## config.mk

```make
export PLATFORM = sky130hd
export DESIGN_NAME = control_divisor
export DESIGN_NICKNAME = d
export VERILOG_FILES = /design/src/rtl/control_divisor.sv
export SDC_FILE = /design/constraint.sdc
export NUM_CORES = 1
export LEC_CHECK = 0
export BUFFER_PORTS_ARGS = -buffer_cell sky130_fd_sc_hd__buf_2
export CAP_MARGIN = 20
export CORE_MARGIN = 5
export CORE_UTILIZATION = 30
export CTS_CLUSTER_SIZE = 20
export DETAILED_ROUTE_END_ITERATION = 8
export PLACE_DENSITY = 0.45
export SLEW_MARGIN = 0
export SYNTH_ARGS = -nofsm -noshare
export SYNTH_HDL_FRONTEND = slang
export SYNTH_SLANG_ARGS = --single-unit
```

## constraint.sdc

```tcl
create_clock -name clk -period 6.2 [get_ports clk]
set_input_delay 0.93 -clock clk [delete_from_list [all_inputs] [get_ports clk]]
set_output_delay 0.93 -clock clk [all_outputs]
set_load 0.02 [all_outputs]
```

## src/rtl/control_divisor.sv

```systemverilog
// Programmable tick / clk_out generator with start/stop sequencing, finite bursts and
// glitch-free reconfiguration at period boundaries. Optional pause: define CTRL_PAUSE_EN.
module control_divisor #(
    parameter int          CW          = 26,
    parameter int          BW          = 16,
    parameter int unsigned DEFAULT_DIV = 4999
) (
    input  logic          clk,
    input  logic          reset,
    input  logic          cfg_valid,
    output logic          cfg_ready,
    input  logic [CW-1:0] cfg_divisor,
    input  logic [BW-1:0] cfg_burst,
    input  logic          start,
    input  logic          stop,
`ifdef CTRL_PAUSE_EN
    input  logic          pause,
`endif
    output logic          tick,
    output logic          clk_out,
    output logic          busy,
    output logic          done,
    output logic          cfg_err
);

    typedef enum logic [1:0] {
        IDLE  = 2'd0,
        RUN   = 2'd1,
        PAUSE = 2'd2
    } state_t;

    state_t        state;
    logic [CW-1:0] cnt;
    logic [CW-1:0] div_q;
    logic [CW-1:0] div_sh;
    logic [BW-1:0] bcnt;
    logic [BW-1:0] burst_q;
    logic [BW-1:0] burst_sh;
    logic          pend_v;
    logic          hold;
    logic          xfer;
    logic          cfg_ok;

`ifdef CTRL_PAUSE_EN
    assign hold = pause;
`else
    assign hold = 1'b0;
`endif

    // Config handshake: a word transfers on any edge where cfg_valid && cfg_ready;
    // cfg_ready only drops while a shadowed word waits for a period boundary.
    assign cfg_ready = !pend_v;
    assign xfer      = cfg_valid && cfg_ready;
    assign cfg_ok    = xfer && (cfg_divisor != '0);
    assign busy      = (state != IDLE);

    always_ff @(posedge clk or posedge reset) begin
        if (reset) begin
            state    <= IDLE;
            cnt      <= '0;
            bcnt     <= '0;
            div_q    <= CW'(DEFAULT_DIV);
            burst_q  <= '0;
            div_sh   <= '0;
            burst_sh <= '0;
            pend_v   <= 1'b0;
            tick     <= 1'b0;
            clk_out  <= 1'b0;
            done     <= 1'b0;
            cfg_err  <= 1'b0;
        end else begin
            tick    <= 1'b0;
            done    <= 1'b0;
            cfg_err <= xfer && (cfg_divisor == '0);
            if (state == IDLE) begin
                if (start && !stop) begin
                    state <= RUN;
                    cnt   <= '0;
                    bcnt  <= burst_q;
                end
                if (cfg_ok) begin
                    div_q   <= cfg_divisor;
                    burst_q <= cfg_burst;
                end
            end else if (stop) begin
                state   <= IDLE;
                cnt     <= '0;
                clk_out <= 1'b0;
                if (pend_v) begin
                    div_q   <= div_sh;
                    burst_q <= burst_sh;
                    pend_v  <= 1'b0;
                end
                if (cfg_ok) begin
                    div_q   <= cfg_divisor;
                    burst_q <= cfg_burst;
                end
            end else if (hold) begin
                state <= PAUSE;
                if (cfg_ok) begin
                    div_sh   <= cfg_divisor;
                    burst_sh <= cfg_burst;
                    pend_v   <= 1'b1;
                end
            end else begin
                state <= RUN;
                if (cnt == div_q) begin
                    cnt  <= '0;
                    tick <= 1'b1;
                    // bcnt==0 marks a continuous run; a finite burst never reaches 0 in RUN
                    if (bcnt == BW'(1)) begin
                        bcnt    <= '0;
                        done    <= 1'b1;
                        state   <= IDLE;
                        clk_out <= 1'b0;
                    end else begin
                        clk_out <= ~clk_out;
                        if (bcnt != '0) begin
                            bcnt <= bcnt - BW'(1);
                        end
                    end
                    if (pend_v) begin
                        div_q   <= div_sh;
                        burst_q <= burst_sh;
                        pend_v  <= 1'b0;
                    end
                    if (cfg_ok) begin
                        div_q   <= cfg_divisor;
                        burst_q <= cfg_burst;
                    end
                end else begin
                    cnt <= cnt + CW'(1);
                    if (cfg_ok) begin
                        div_sh   <= cfg_divisor;
                        burst_sh <= cfg_burst;
                        pend_v   <= 1'b1;
                    end
                end
            end
        end
    end

endmodule
```

==> flow_summary_export.csv <==
group,metric,value,unit
setup_path,slowest_stage,"a21boi_4",
sta,worstMarginPinSlew,1026,ps
drt,finalWirelength,16510,um
pwr,finalPower,2.774,mW
grt,grt_max_degree,71,
final_layout,antenna_cells,0,
floorplanning,dieWidth,159.2,um
yosys,synthCells,577,
sta,setup_viol,0,
setup_path,path_cells,"xor2_1 -> nor4_1 -> nand4_1 -> o21ai_1 -> a21boi_4 -> buf_4 -> mux2_2",
place,place_congestion,0.8664,
setup_path,cp.buffers_inverters,1,
floorplanning,core.rowCount,54,
clock_network,post_cts_resized,0,
yosys,yosysUniqueCellTypes,56,
yosys,synth_ff_type,"dfrtp_1",
final_layout,layout_commonest_cell,"dfrtp_1",
yosys,ys_seq_area_share,49.58,%
clock_network,cts_inserted_buffers,17,
sta,hold_violations,0,
final_layout,drive_gt1_share,36.04,%
yosys,syn_area_per_cell,11.58,um^2
pwr,sequentialPowerShare,45.0,%
place,dpl.hpwl,11850,um
clock_network,cts_tree,"yes",
yosys,synth_edf_count,0,
pwr,p_int,1.979,mW
pwr,comb_power_share,18.2,%
sta,grt_setup_unrepaired,"false",
clock_network,cts_setup_buffers,0,
yosys,synth_nets,628,
drt,avgViaCountPerCell,5.109,
drt,drtPass1Iterations,5,
setup_path,arrival,3710,ps
sta,fmaxAchievable,293.5,MHz
final_layout,area_growth,17.36,%
drt,route.met2.wl,8228,um
drt,drt_iter0_drc,241,
outcome,status,"finished, final reports clean",
place,placed_area,7238,um^2
drt,route.detailed.drc,0,
pwr,p_leak,3.343,nW
drt,route.antenna.remaining_nets,0,
clock_network,clock_sinks,132,
pwr,powerDensity,353.9,nW/um^2
final_layout,stdcell_count,921,
place,dpl.cell_count,888,
sta,worst_clock_skew,9.687,ps
yosys,yosysWarningCount,0,
sta,post-route-period-util,54.95,%
clock_network,clockBufferDepth,2,
setup_path,path_class,"flop to flop",
job,max_cap_viol_count,0,
grt,antenna_found_initial,0,
pwr,clock_power_share,36.8,%
floorplanning,die-area,25350,um^2
final_layout,fin_area,7840,um^2
final_layout,final_cell_mix,"125 x dfrtp_1, 123 x mux2_2, 52 x buf_2, 37 x nor2_1, 37 x xor2_1",
setup_path,cp_max_fo,30,
drt,wire_per_inst,17.93,um
grt,grt_first_pass_wirelength,26730,um
setup_path,crit_family,"compound AO/OA/AOI/OAI gates",
drt,drt-met1-wl,7389,um
final_layout,fill_cells,2184,
clock_network,path_clk_slew,60,ps
yosys,async_reset_ff_share,100.0,%
grt,grt_pass1_vias,4905,
place,portBuffers,52,
floorplanning,boundaryPins,53,
sta,setup_tns,0,ps
grt,grt.overflow.total,0,
sta,slew_violations,0,
setup_path,startpoint_type,"flop",
floorplanning,initial_utilization,30.52,%
yosys,synth_seq_cells,132,
sta,min_period,3407,ps
drt,vias,4705,
setup_path,slowest_delay,540,ps
clock_network,cts-root-buf,"clkbuf_16",
setup_path,crit_path_end_kind,"flop",
clock_network,postCtsHoldBufs,0,
yosys,syn_area,6680,um^2
min_path,hold_path.class,"flop to flop",
grt,grt_usage,13.13,%
floorplanning,core,21890,um^2
sta,slew_headroom,31.59,%
final_layout,post-route-util,35.81,%
pwr,vdd_drop_max,0.1761,mV
setup_path,required,6500,ps
drt,dr.max_layer_used,"met4",
pwr,power.net_switching,795.0,uW
floorplanning,fp.dieH,159.2,um
pwr,p_sw_share,28.66,%
clock_network,clk_latency,420,ps
drt,wl_met3,708,um
final_layout,final_nets,679,
clock_network,h-tree-depth,4,
==> area by class of cell <==
type / count / area, um^2 / share of cell area (%)
clock inverters: 15 / 168.9 / 2.154
inverters: 11 / 43.79 / 0.5586
clock buffers: 17 / 425.4 / 5.426
repair buffers: 58 / 305.3 / 3.894
flip-flops and latches: 132 / 3312 / 42.24
multi-input cells: 408 / 3234 / 41.25
well taps: 280 / 350.3 / 4.469
==> metrics by stage <==
| stage | setup slack [ps] | hold slack [ps] |
|---|---|---|
| 2_1_floorplan | 1756 | 461.7 |
| 3_3_place_gp | 2396 | 486.1 |
| 3_5_place_dp | 2322 | 492.2 |
| 4_1_cts | 2304 | 507.1 |
| 5_1_grt | 2581 | 518.3 |
| 6_report | 2793 | 503.3 |
==> per-layer routing <==
layer | up-vias | GRT usage, %
met5 | - | 0
met4 | 0 | 3.451
met3 | 14 | 3.288
met2 | 111 | 22.31
met1 | 2366 | 16.71
li1 | 2214 | -
==> power groups by stage <==
| stage | clock, mW | combinational, mW | sequential (mW) |
|---|---|---|---|
| after floorplan | 0 | 0.404 | 1.21 |
| after global placement | 0 | 0.499 | 1.26 |
| final | 1.02 | 0.504 | 1.25 |
| after detailed placement | 0 | 0.511 | 1.27 |
| after global routing | 1.09 | 0.561 | 1.28 |
| after CTS | 1.05 | 0.513 | 1.25 |
==> state kept, by name, summed over array words and instances (netlist names) <==
register and flops:
burst_sh 16, state 1, pend_v 1, tick 1
clk_out 1, div_sh 26, done 1, cnt 26
div_q 26, cfg_err 1, bcnt 16, burst_q 16
==> path summary, 6_finish.rpt <==
check	from	endpoint	slack [ps]	cells past startpoint
setup / recovery	cnt[4]$_DFFE_PP0P_	div_q[21]$_DFFE_PP0P_	2790	7
max in group asynchronous	reset	cnt[1]$_DFFE_PP0P_	4150	3
hold / removal	burst_sh[6]$_DFFE_PP0P_	burst_sh[6]$_DFFE_PP0P_	500	1
min in group asynchronous	reset	burst_sh[15]$_DFFE_PP0P_	710	2
setup reg to reg	cnt[4]$_DFFE_PP0P_	div_q[21]$_DFFE_PP0P_	2790	7
hold reg to reg	burst_sh[6]$_DFFE_PP0P_	burst_sh[6]$_DFFE_PP0P_	500	1
==> synth_stat cells, types with 2 or more instances <==
cell | instances | share of area, %
and3_1 | 7 | 0.66
a221o_1 | 2 | 0.30
o211ai_1 | 7 | 0.79
nor3b_1 | 4 | 0.45
a221oi_1 | 2 | 0.26
dfrtp_1 | 125 | 47
o21ai_0 | 17 | 1.3
xnor2_1 | 5 | 0.66
nand4_1 | 11 | 1.0
dfstp_2 | 7 | 2.8
xor2_1 | 37 | 4.9
a21o_1 | 6 | 0.67
a41o_1 | 2 | 0.30
ha_1 | 4 | 0.75
nand2_1 | 29 | 1.6
mux2i_1 | 6 | 0.90
or4_1 | 2 | 0.22
nor4_1 | 18 | 1.7
nand2b_1 | 3 | 0.28
inv_1 | 11 | 0.62
nand3_1 | 18 | 1.3
o21ai_1 | 2 | 0.15
nor2b_1 | 2 | 0.19
a21oi_1 | 10 | 0.75
nor2_1 | 38 | 2.1
and4_1 | 3 | 0.39
or4_4 | 2 | 0.34
nor3_1 | 8 | 0.60
and2_1 | 3 | 0.28
clkbuf_1 | 19 | 1.1
or3_1 | 6 | 0.56
a31oi_1 | 7 | 0.66
mux2_2 | 123 | 21
buf_2 | 6 | 0.45
o311ai_0 | 4 | 0.52
==> worst reg2reg max path, delay by kind of cell, from the launching register on <==
kind | cells | cell delay, ps
xor gates and xnor gates | 1 | 210
AOI/OAI and AO/OA | 2 | 1040
and+or+nand+nor | 2 | 740
buffers and inverters | 1 | 460
muxes | 1 | 400
DFF | 1 | 450
==> kinds of logic after synthesis <==
| family | count (synthesis) | synth area share [%] |
|---|---|---|
| adder cells (fa/ha/maj) | 4 | 0.7492 |
| multiplexers | 129 | 21.63 |
| flip-flops | 132 | 49.58 |
| buffers and inverters | 37 | 2.248 |
| AND/OR/NAND/NOR | 157 | 12.25 |
| XOR/XNOR | 42 | 5.507 |
| AO/OA/AOI/OAI | 76 | 8.036 |
Power figures use the tool's default switching activity.
